### config.mk
export PLATFORM = sky130hd
export DESIGN_NAME = sfx_mixer
export DESIGN_NICKNAME = d
export VERILOG_FILES = /design/src/rtl/sfx_mixer.sv
export SDC_FILE = /design/constraint.sdc
export NUM_CORES = 1
export LEC_CHECK = 0
export CORE_ASPECT_RATIO = 1.2
export CORE_MARGIN = 2
export CORE_UTILIZATION = 45
export CTS_BUF_LIST = sky130_fd_sc_hd__clkbuf_16
export CTS_CLUSTER_SIZE = 10
export DETAILED_ROUTE_END_ITERATION = 10
export PLACE_DENSITY = 0.83
export SKIP_CTS_REPAIR_TIMING = 1
export SKIP_LAST_GASP = 1
export SYNTH_ARGS = -nofsm -noshare
export SYNTH_HDL_FRONTEND = slang
export SYNTH_SLANG_ARGS = --single-unit
### constraint.sdc
create_clock -name clock -period 4.3 [get_ports clock]
set_clock_uncertainty 0.1 [all_clocks]
set_input_delay 1.075 -clock clock [delete_from_list [all_inputs] [get_ports clock]]
set_output_delay 1.075 -clock clock [all_outputs]
set_load 0.005 [all_outputs]
### src/rtl/sfx_mixer.sv
// Multi-channel one-shot/looping sample player with a saturating mixer and a
// valid/ready output register that flags overwritten samples.
module sfx_mixer #(
    parameter int unsigned NUM_CH     = 2,
    parameter int unsigned ADDR_W     = 15,
    parameter int unsigned DATA_W     = 24,
    parameter int unsigned TICK_DIV   = 1134,
    parameter int unsigned GAIN_SHIFT = 4
) (
    input  logic                       clock,
    input  logic                       reset,
    input  logic [NUM_CH-1:0]          trig,
    input  logic [NUM_CH-1:0]          stop,
    input  logic [NUM_CH-1:0]          loop_en,
    input  logic [NUM_CH-1:0]          retrig_en,
    input  logic [NUM_CH*ADDR_W-1:0]   end_addr,
    output logic [NUM_CH*ADDR_W-1:0]   rom_addr,
    input  logic [NUM_CH*DATA_W-1:0]   rom_q,
    output logic signed [DATA_W-1:0]   out_sample,
    output logic                       out_valid,
    input  logic                       out_ready,
    output logic [NUM_CH-1:0]          busy,
    output logic [NUM_CH-1:0]          done,
    output logic                       overrun
);

    localparam int unsigned CNT_W = (TICK_DIV > 1) ? $clog2(TICK_DIV) : 1;
    localparam int unsigned CH_W  = $clog2(NUM_CH);
    localparam int unsigned SUM_W = DATA_W + CH_W + GAIN_SHIFT;

    localparam logic signed [SUM_W-1:0] SAT_MAX =
        {{(SUM_W-DATA_W+1){1'b0}}, {(DATA_W-1){1'b1}}};
    localparam logic signed [SUM_W-1:0] SAT_MIN =
        {{(SUM_W-DATA_W+1){1'b1}}, {(DATA_W-1){1'b0}}};

    typedef enum logic {StIdle, StPlay} ch_state_e;

    ch_state_e         state_q [NUM_CH];
    ch_state_e         state_d [NUM_CH];
    logic [ADDR_W-1:0] addr_q  [NUM_CH];
    logic [ADDR_W-1:0] addr_d  [NUM_CH];
    logic [NUM_CH-1:0] done_d;

    logic [CNT_W-1:0]  cnt_q;
    logic              tick;
    logic [NUM_CH-1:0] trig_q;
    logic [NUM_CH-1:0] armed_q;
    logic [NUM_CH-1:0] trig_edge;

    logic              tick_d1_q, tick_d2_q;
    logic [NUM_CH-1:0] mask_q;
    logic signed [SUM_W-1:0]  sum, scaled;
    logic signed [DATA_W-1:0] mix;

    assign tick = (cnt_q == CNT_W'(TICK_DIV - 1));

    // armed_q blocks a trig held high across reset until it has been seen low.
    assign trig_edge = trig & ~trig_q & armed_q;

    always_comb begin
        done_d = '0;
        for (int c = 0; c < NUM_CH; c++) begin
            state_d[c] = state_q[c];
            addr_d[c]  = addr_q[c];
            if (stop[c]) begin
                state_d[c] = StIdle;
                addr_d[c]  = '0;
            end else if (trig_edge[c] && (state_q[c] == StIdle || retrig_en[c])) begin
                state_d[c] = StPlay;
                addr_d[c]  = '0;
            end else if (state_q[c] == StPlay && tick) begin
                if (addr_q[c] != end_addr[c*ADDR_W +: ADDR_W]) begin
                    addr_d[c] = addr_q[c] + ADDR_W'(1);
                end else if (loop_en[c]) begin
                    addr_d[c] = '0;
                end else begin
                    state_d[c] = StIdle;
                    addr_d[c]  = '0;
                    done_d[c]  = 1'b1;
                end
            end
        end
    end

    always_comb begin
        rom_addr = '0;
        busy     = '0;
        for (int c = 0; c < NUM_CH; c++) begin
            rom_addr[c*ADDR_W +: ADDR_W] = addr_q[c];
            busy[c] = (state_q[c] == StPlay);
        end
    end

    always_ff @(posedge clock or negedge reset) begin
        if (!reset) begin
            cnt_q   <= '0;
            trig_q  <= '0;
            armed_q <= '0;
            done    <= '0;
            for (int c = 0; c < NUM_CH; c++) begin
                state_q[c] <= StIdle;
                addr_q[c]  <= '0;
            end
        end else begin
            cnt_q   <= tick ? '0 : cnt_q + CNT_W'(1);
            trig_q  <= trig;
            armed_q <= armed_q | ~trig;
            done    <= done_d;
            for (int c = 0; c < NUM_CH; c++) begin
                state_q[c] <= state_d[c];
                addr_q[c]  <= addr_d[c];
            end
        end
    end

    // ROM data for a tick arrives two cycles later; mask_q holds the matching busy set.
    always_comb begin
        sum = '0;
        for (int c = 0; c < NUM_CH; c++) begin
            if (mask_q[c]) begin
                sum = sum + SUM_W'(signed'(rom_q[c*DATA_W +: DATA_W]));
            end
        end
        scaled = sum <<< GAIN_SHIFT;
        if (scaled > SAT_MAX) begin
            mix = SAT_MAX[DATA_W-1:0];
        end else if (scaled < SAT_MIN) begin
            mix = SAT_MIN[DATA_W-1:0];
        end else begin
            mix = scaled[DATA_W-1:0];
        end
    end

    always_ff @(posedge clock or negedge reset) begin
        if (!reset) begin
            tick_d1_q  <= 1'b0;
            tick_d2_q  <= 1'b0;
            mask_q     <= '0;
            out_sample <= '0;
            out_valid  <= 1'b0;
            overrun    <= 1'b0;
        end else begin
            tick_d1_q <= tick;
            tick_d2_q <= tick_d1_q;
            if (tick_d1_q) begin
                mask_q <= busy;
            end
            if (tick_d2_q) begin
                out_sample <= mix;
                out_valid  <= 1'b1;
                overrun    <= out_valid & ~out_ready;
            end else begin
                overrun <= 1'b0;
                if (out_valid && out_ready) begin
                    out_valid <= 1'b0;
                end
            end
        end
    end

endmodule

After elaboration in Yosys (flattened, before gate mapping)
Index checks and enable logic that the tools add are counted.
{"block": "word_totals", "output_inout_bits": 60, "rom_bits": 0, "memories": 0, "inputBits": 89, "reg_bits": 79, "mem_bits_rw": 0, "elab_cells": 84, "latchBits": 0}
{"block": "op_classes", "reduce_logical": 12, "n_mul": 0, "n_lt_le_gt_ge": 2, "shifts": 0, "n_eq_ne": 7, "muxes": 36, "div_mod_pow": 0, "add_sub_neg": 4, "bitwise": 9}
{"operator": "15-bit two-way mux", "count": 8}
{"operator": "25-bit two-way mux", "count": 2}
{"operator": "24-bit two-way mux", "count": 2}
{"operator": "15-bit by 1-bit adder with 15-bit output (second input constant)", "count": 2}
{"operator": "15-bit != test", "count": 2}
{"operator": "29-bit by 24-bit greater-than comparator with 1-bit output (second input constant)", "count": 1}
{"operator": "29-bit by 24-bit less-than comparator with 1-bit output (second input constant)", "count": 1}
{"operator": "25-bit by 24-bit adder with 25-bit output", "count": 1}
{"operator": "1-bit two-way mux", "count": 23}
{"operator": "11-bit by 1-bit adder with 11-bit output (second input constant)", "count": 1}
{"operator": "11-bit == test (second input constant)", "count": 1}
{"operator": "11-bit two-way mux", "count": 1}
{"operator": "3-bit by 2-bit != test with 1-bit output (second input constant)", "count": 2}
{"operator": "3-bit != test (second input constant)", "count": 2}
{"operator": "3-bit AND reduction", "count": 2}
{"operator": "3-bit nonzero test", "count": 2}
{"operator": "1-bit logical AND", "count": 5}
{"operator": "2-bit bitwise AND", "count": 2}
{"operator": "2-bit inverter", "count": 2}
{"operator": "1-bit inverter", "count": 3}
{"operator": "1-bit logical OR", "count": 2}
{"operator": "2-bit bitwise OR", "count": 1}
{"operator": "2-bit nonzero test", "count": 1}
{"operator": "1-bit bitwise AND", "count": 1}

Depth between registers and ports, before layout
Gate-level depths: netlist of run 1.
{"block": "depth", "depth_word": 6, "mapped_depth": 20}

Worst setup path after synthesis of run 1
No wires, ideal clock.
{"block": "synth_path", "path_type": "flip-flop to flip-flop", "from": "register mask_q[0]", "to": "register out_sample[19]", "stages_incl_launch_ff": 21, "path_slack_ps": 53, "t_arrival_ps": 4021, "setup_ps": 126, "t_required_ps": 4074, "cell_sequence": "dfrtp_1 -> buf_2 -> buf_2 -> buf_2 -> clkbuf_1 -> clkbuf_1 -> clkbuf_1 -> and2_1 -> ha_1 -> a41o_1 -> a31o_1 -> a221o_1 -> nor3_1 -> o21a_1 -> nor3_1 -> nand4_1 -> o31ai_1 -> a21o_1 -> buf_6 -> buf_12 -> a221o_1"}
{"block": "synth_between", "elab_chain_len": 6, "elab_cells_between_ends": 7}
{"element": "start: declaration", "line": "51", "text": "logic [NUM_CH-1:0] mask_q;"}
{"element": "start signal: assignment", "line": "146", "text": "mask_q <= busy;"}
{"element": "25-bit two-way mux *", "line": "120", "text": "if (mask_q[c]) begin"}
{"element": "25-bit by 24-bit adder with 25-bit output", "line": "121", "text": "sum = sum + SUM_W'(signed'(rom_q[c*DATA_W +: DATA_W]));"}
{"element": "25-bit two-way mux *", "line": "120"}
{"element": "29-bit by 24-bit less-than comparator with 1-bit output", "line": "127", "text": "end else if (scaled < SAT_MIN) begin"}
{"element": "24-bit two-way mux", "line": "127"}
{"element": "24-bit two-way mux *", "line": "125", "text": "if (scaled > SAT_MAX) begin"}
{"element": "end signal: assignment", "line": "149", "text": "out_sample <= mix;"}
{"element": "end: declaration", "line": "19", "text": "output logic signed [DATA_W-1:0] out_sample,"}
Every way passes the cells marked *; elsewhere a longest branch is shown, timed or not.
A chain may end at the register's enable or synchronous reset.

Final worst setup path of run 1
{"block": "layout_path", "from": "input rom_q[0]", "to": "register out_sample[15]"}
{"block": "layout_between", "elab_chain_len": 6, "elab_cells_between_ends": 7}
{"element": "start: declaration", "line": "18", "text": "input logic [NUM_CH*DATA_W-1:0] rom_q,"}
{"element": "25-bit two-way mux *", "line": "120"}
{"element": "25-bit by 24-bit adder with 25-bit output", "line": "121"}
{"element": "25-bit two-way mux *", "line": "120"}
{"element": "29-bit by 24-bit less-than comparator with 1-bit output", "line": "127"}
{"element": "24-bit two-way mux", "line": "127"}
{"element": "24-bit two-way mux *", "line": "125"}
Marked as above.

==> results of run 1 <==
flip-flops by register name (all words and copies together) (netlist names):
name	flops
done	2
out_sample	21
armed_q	2
tick_d1_q	1
busy	2
cnt_q	11
overrun	1
trig_q	2
rom_addr	30
mask_q	2
tick_d2_q	1
out_valid	1
logic make-up (layout without fill, tap and decap cells):
| logic type | Yosys count | in the layout | share of synthesized area |
|---|---|---|---|
| buf+inv | 64 | 249 | 0.0505 |
| mux | 4 | 4 | 0.00672 |
| simple gates | 309 | 309 | 0.257 |
| compound gates | 197 | 197 | 0.220 |
| flops | 76 | 76 | 0.310 |
| xor+xnor | 86 | 86 | 0.123 |
| fa+ha+maj | 16 | 16 | 0.0338 |
metrics by stage:
stage / worst slack [ns] / util / cells / setup TNS [ns] / hold WS (ns)
5_1_grt: -0.0527 / 0.641 / 1105 / -0.554 / 0.379
6_report: 0.116 / 0.641 / 1105 / 0 / 0.345
3_3_place_gp: -0.159 / 0.609 / 1084 / -2.98 / 0.334
2_1_floorplan: 0.0527 / - / 752 / 0 / 0.304
3_5_place_dp: -0.256 / 0.609 / 1084 / -4.63 / 0.333
4_1_cts: 0.0739 / 0.628 / 1100 / 0 / 0.348
path summary, 6_finish.rpt:
path / startpoint / to / slack (ns) / depth (start not counted)
min: tick_d1_q / tick_d2_q / 0.35 / 0
max in group asynchronous: reset / rom_addr[22] / 2.70 / 1
min in group asynchronous: reset / rom_addr[14] / 0.79 / 1
max: rom_q[0] / out_sample[15] / 0.12 / 16
max reg2reg: mask_q[0] / out_sample[15] / 0.40 / 15
min reg2reg: tick_d1_q / tick_d2_q / 0.35 / 0
where the power goes:
part | switching, W | total (W) | internal, W | leakage, nW
registers | 0.00000406 | 0.000723 | 0.000719 | 1.02
clock network | 0.000275 | 0.000653 | 0.000378 | 0.142
logic | 0.000129 | 0.000281 | 0.000152 | 2.45
total | 0.000409 | 0.00166 | 0.00125 | 3.61
critical path: stages:
cell and delay [ns]:
clkdlybuf4s50_1 0.45, and2_4 0.15, ha_4 0.14, fa_2 0.22, nand3_2 0.10, a22oi_2 0.24
o221ai_2 0.15, o32a_4 0.40, buf_4 0.15, nor3_4 0.16, nor3_1 0.09, nand4_1 0.10
o31ai_1 0.10, a21o_4 0.30, clkbuf_16 0.17, a221o_1 0.30
layout make-up:
| cell class | instances | area (sq um) | area share |
|---|---|---|---|
| Multi-Input combinational cell | 612 | 4040 | 0.473 |
| Timing Repair Buffer | 219 | 2070 | 0.243 |
| Sequential cell | 76 | 1900 | 0.223 |
| Clock buffer | 9 | 225 | 0.0264 |
| Tap cell | 168 | 210 | 0.0247 |
| Inverter | 14 | 52.6 | 0.00616 |
| Clock inverter | 7 | 28.8 | 0.00337 |
layer usage:
| layer | global-route usage | wire, um | up-vias |
|---|---|---|---|
| met5 | 0 | 0 | - |
| met1 | 0.276 | 7170 | 3019 |
| met4 | 0.0708 | 366 | 0 |
| met2 | 0.419 | 9030 | 188 |
| met3 | 0.0303 | 797 | 33 |
| li1 | - | - | 3082 |
placed cells by master, fill, tap and decap left out, drive strengths merged, types with 3 or more instances in the layout:
cell | synthesis | final
a211oi | 5 | 5
a21o | 7 | 7
a21oi | 23 | 23
a221o | 17 | 17
a221oi | 3 | 3
a22oi | 4 | 4
a311o | 6 | 6
a31oi | 9 | 9
a32oi | 4 | 4
and2 | 16 | 16
and3 | 21 | 21
buf | 28 | 70
clkbuf | 22 | 11
clkdlybuf4s50 | 0 | 147
clkinv | 0 | 3
dfrtp | 76 | 76
ha | 15 | 15
inv | 14 | 18
mux2i | 3 | 3
nand2 | 74 | 74
nand2b | 22 | 22
nand3 | 24 | 24
nand3b | 6 | 6
nand4 | 8 | 8
nand4b | 3 | 3
nand4bb | 5 | 5
nor2 | 70 | 70
nor2b | 12 | 12
nor3 | 24 | 24
nor3b | 3 | 3
nor4 | 11 | 11
o21ai | 74 | 74
o22ai | 9 | 9
o311ai | 3 | 3
o31ai | 5 | 5
o32a | 4 | 4
o32ai | 4 | 4
or3 | 3 | 3
xnor2 | 31 | 31
xor2 | 55 | 55
==> impl_metrics.ini, run 1 <==
[run_status]
run_status = finished, final reports clean

[logic_synthesis]
synth.yosys.warnings = 0
synthTopCellsByCount = dfrtp_1 (76), nand2_1 (74), nor2_1 (70), o21ai_0 (69), xor2_1 (55)
number_of_synthesized_flops_with_an_enable_pin = 0
synth.yosys.seq_area_share = 0.310
postSynth.asyncResetShare = 1.00
post_synth_instance_area_sq_mm = 0.00614
syn_avg_cell_area_sq_um = 8.17
synth_ff_type = dfrtp_1
synth_top_area_cell = dfrtp_1
postSynthCellCount = 752
synth.most_common_cell = dfrtp_1
yosys_register_bits = 76
synth_top_cells_by_area = dfrtp_1 (31%), xor2_1 (7.8%), o21ai_0 (5.6%)
synth_cell_types = 71
syn_nets = 857
synth_largest_type_area_fraction = 0.310

[floorplanning]
die_width_um = 111
design.portCount = 149
floorplan.rows = 46
die_height_um = 132
floorplan.core_area_sq_mm = 0.0133
fp.dieArea_sq_mm = 0.0146
initial_utilization = 0.462

[final_layout]
final_cell_area_sq_mm = 0.00853
flow.area_growth_from_synthesis_pct = 38.8
finish.net_count = 1037
insertedDiodeCount = 0
n_fill_cell = 1103
drive_above_1_share = 0.114

[timing]
report.final.slew_viol_count = 0
slew_headroom = 0.352
max_clock_freq_mhz = 239
final_hold_viol_count = 0
post-route-min-period_ns = 4.18
setup_viol = 0
worst_pin_slew_ns = 0.973
layout_worst_path_cycle_share = 0.973

[detailed_routing]
starting_drt_drc_count = 425
post_drt_via_cell_ratio = 5.72
ant_nets = 0
detail_route.wirelength_um = 17400
detailroute.via_count = 6322
detailedRoute.firstPassIterationCount = 5
drc_errors = 0
avgRoutedWirePerCell_um = 15.7

[grt]
grt_first_pass_wirelength_um = 28100
number_of_global_route_vias_before_repair = 5851
pin_count_of_the_biggest_net_entering_global_routing = 77
antenna_found_initial = 0
remaining_global_route_overflow = 0
grtUsageTotal = 0.228

[clock_tree]
h_tree_lvl_count = 3
clkSinkCount = 76
tritoncts = done
cts_buffer_depth = 2
clkSlewWorstSetupHoldPaths_ns = 0.05
cts_root_buf = clkbuf_16
number_of_clock_buffers_inserted_by_tritoncts = 9
clk-insertion-delay-late_ns = 0.33

[critical_path]
worst_setup_path_start_kind = input pin
critical_path.max_fanout = 9
critPathRequiredTime_ns = 4.41
critical_path.endpoint_type = flip-flop
path_class = in2reg
crit_arrival_ns = 4.29

[power]
p_total_w = 0.00166
power_density_mw_per_mm2 = 194
max-vdd-ir-drop_mv = 0.188
p_leak_nw = 3.61

[place]
globalplace.congestion = 0.932
numPortBuffers = 148
post-dp-hpwl_um = 12900
instance_area_at_placement_sq_mm = 0.00810

[job]
max_cap_viols = 0

[min_path]
hold_class = reg2reg
Note: power is estimated with default switching activity, not from simulation.
==> inputs of run 2 (changes only) <==
--- a/config.mk
+++ b/config.mk
@@ -5,7 +5,7 @@
 export SDC_FILE = /design/constraint.sdc
 export NUM_CORES = 1
 export LEC_CHECK = 0
-export CORE_ASPECT_RATIO = 1.2
+export CORE_ASPECT_RATIO = 0.6
 export CORE_MARGIN = 2
 export CORE_UTILIZATION = 45
 export CTS_BUF_LIST = sky130_fd_sc_hd__clkbuf_16
==> run 2 against run 1 <==
Compared with the run above: cell area grew 1.5%; global-route usage grew 1.6 points; worst setup slack lost 0.035 ns; register-to-register slack lost 0.11 ns; utilization is essentially flat; count of clock-buffer cells in the layout is the same; non-clock buffer count grew 2; largest power group is now the clock network; clock power grew 33%.
==> impl_metrics.ini, run 2 (synthesis results as in run 1) <==
[grt]
grt_first_pass_wirelength_um = 28700
grtUsageTotal = 0.244
antenna_found_initial = 0
pin_count_of_the_biggest_net_entering_global_routing = 77
remaining_global_route_overflow = 0
number_of_global_route_vias_before_repair = 5683

[power]
max-vdd-ir-drop_mv = 0.185
p_comb_frac = 0.154
internal_power_w = 0.00144
power_switching_share = 0.232
p_leak_nw = 3.64
clock_power_share = 0.461
p_total_w = 0.00188
power_density_mw_per_mm2 = 217
total_switching_power_w = 0.000436
pwr-share-seq = 0.384

[job]
max_cap_viols = 0

[critical_path]
path_class = in2reg
worst_setup_path_start_kind = input pin
cp_slowest_stage_delay_ns = 0.40
reg2reg_slack_ns = 0.29
critical_path.max_fanout = 7
crit_arrival_ns = 4.38
crit_path_end = out_sample[10]
cpLargestDelayFamily = compound AO/OA/AOI/OAI gates
critical_path.endpoint_type = flip-flop
startpoint = rom_q[2]
critical_path_buf_inv_count = 2
worst_r2r_path_depth = 13
worstPathCellList = clkdlybuf4s50_1, and2_1, ha_4, nand3_2, a221oi_4, o22ai_2, a21o_1, a2111o_1, a221oi_2, nand4_1, o31ai_1, a21o_2, clkbuf_16, a221o_1
reg2reg_from = mask_q[0]
path_depth = 14
worst_r2r_endpoint = out_sample[10]
slowest_stage = clkdlybuf4s50_1
critPathRequiredTime_ns = 4.46

[timing]
final_hold_viol_count = 0
max_clock_freq_mhz = 237
post-route-min-period_ns = 4.22
setup_viol = 0
report.final.slew_viol_count = 0
worst_pin_slew_ns = 0.954
layout_worst_path_cycle_share = 0.981
slew_headroom = 0.364

[clock_tree]
cts_root_buf = clkbuf_16
clkSinkCount = 76
clkSlewWorstSetupHoldPaths_ns = 0.06
tritoncts = done
number_of_clock_buffers_inserted_by_tritoncts = 9
cts_buffer_depth = 2
h_tree_lvl_count = 3
clk-insertion-delay-late_ns = 0.33

[detailed_routing]
detailedRoute.firstPassIterationCount = 5
post_drt_via_cell_ratio = 5.73
drc_errors = 0
starting_drt_drc_count = 567
detail_route.wirelength_um = 18200
detailroute.via_count = 6379
avgRoutedWirePerCell_um = 16.4
ant_nets = 0

[final_layout]
flip_flop_count_of_the_largest_register_all_copies_and_words_added = 30
seqCellArea_sq_mm = 0.00190
n_fill_cell = 1157
drive_above_1_share = 0.127
area_used_by_multi_input_combinational_logic_sq_mm = 0.00407
final_common_cell = clkdlybuf4s50_1
insertedDiodeCount = 0
finish.net_count = 1039
layout_common_cells = clkdlybuf4s50_1 (146), dfrtp_1 (76), nand2_1 (74), buf_4 (71), nor2_1 (70)
flow.area_growth_from_synthesis_pct = 40.9
final_cell_count_no_fill = 1114

[floorplanning]
die_height_um = 94.5
die_width_um = 155
fp.dieArea_sq_mm = 0.0146
design.portCount = 149
floorplan.core_area_sq_mm = 0.0135
initial_utilization = 0.455
floorplan.rows = 33

[place]
post-dp-hpwl_um = 13900
globalplace.congestion = 0.948
placedCellCount = 1094
numPortBuffers = 148

[run_status]
run_status = finished, final reports clean

[min_path]
hold_class = reg2reg
hold_path_depth = 0
## run 2: power by group through the flow
stage          Sequential, W  Combinational, W  Clock, W
2_1_floorplan       0.000734          0.000126         0
3_3_place_gp        0.000735          0.000276         0
3_5_place_dp        0.000735          0.000281         0
4_1_cts             0.000722          0.000283  0.000884
5_1_grt             0.000722          0.000316  0.000915
6_report            0.000722          0.000290  0.000867
## run 2: cell type report
type	count	share of cell area
repair buffers	221	0.238
clock buffers	9	0.0260
inverters	14	0.00607
multi-input cells	612	0.470
flip-flops and latches	76	0.220
clock inverters	7	0.0142
well taps	175	0.0253
## run 2: through the flow
step | setup WS [ns] | hold slack [ns] | cell area (sq um) | utilization | setup TNS (ns)
2_1_floorplan | 0.0527 | 0.304 | 6140 | - | 0
3_3_place_gp | -0.210 | 0.328 | 8120 | 0.601 | -3.71
3_5_place_dp | -0.280 | 0.351 | 8120 | 0.601 | -4.94
4_1_cts | 0.0367 | 0.361 | 8470 | 0.627 | 0
5_1_grt | -0.0559 | 0.379 | 8660 | 0.641 | -0.665
6_report | 0.0808 | 0.352 | 8660 | 0.641 | 0
## run 2: worst register-to-register path, cell delays in order (launching register included)
cell       delay [ns]
dfrtp_1          0.69
buf_4            0.33
buf_4            0.25
nand3b_1         0.22
a221oi_4         0.40
o22ai_2          0.16
a21o_1           0.25
a2111o_1         0.39
a221oi_2         0.33
nand4_1          0.16
o31ai_1          0.11
a21o_2           0.26
clkbuf_16        0.18
a221o_1          0.13
## run 2: layer usage
layer	GRT usage	up-vias	wire length (um)
met5	0	-	0
met4	0.0417	0	178
met3	0.0670	16	1550
met2	0.342	261	7480
met1	0.374	3013	9030
li1	-	3089	-
## run 2: how the worst min path moves through the flow
stage | startpoint | to | slack [ns]
after CTS | tick_d1_q | tick_d2_q | 0.36
final | tick_d1_q | tick_d2_q | 0.35
after detailed placement | tick_d1_q | tick_d2_q | 0.35
after global placement | tick_d1_q | tick_d2_q | 0.33
after global routing | armed_q[0] | armed_q[0] | 0.38
after floorplan | tick_d1_q | tick_d2_q | 0.30
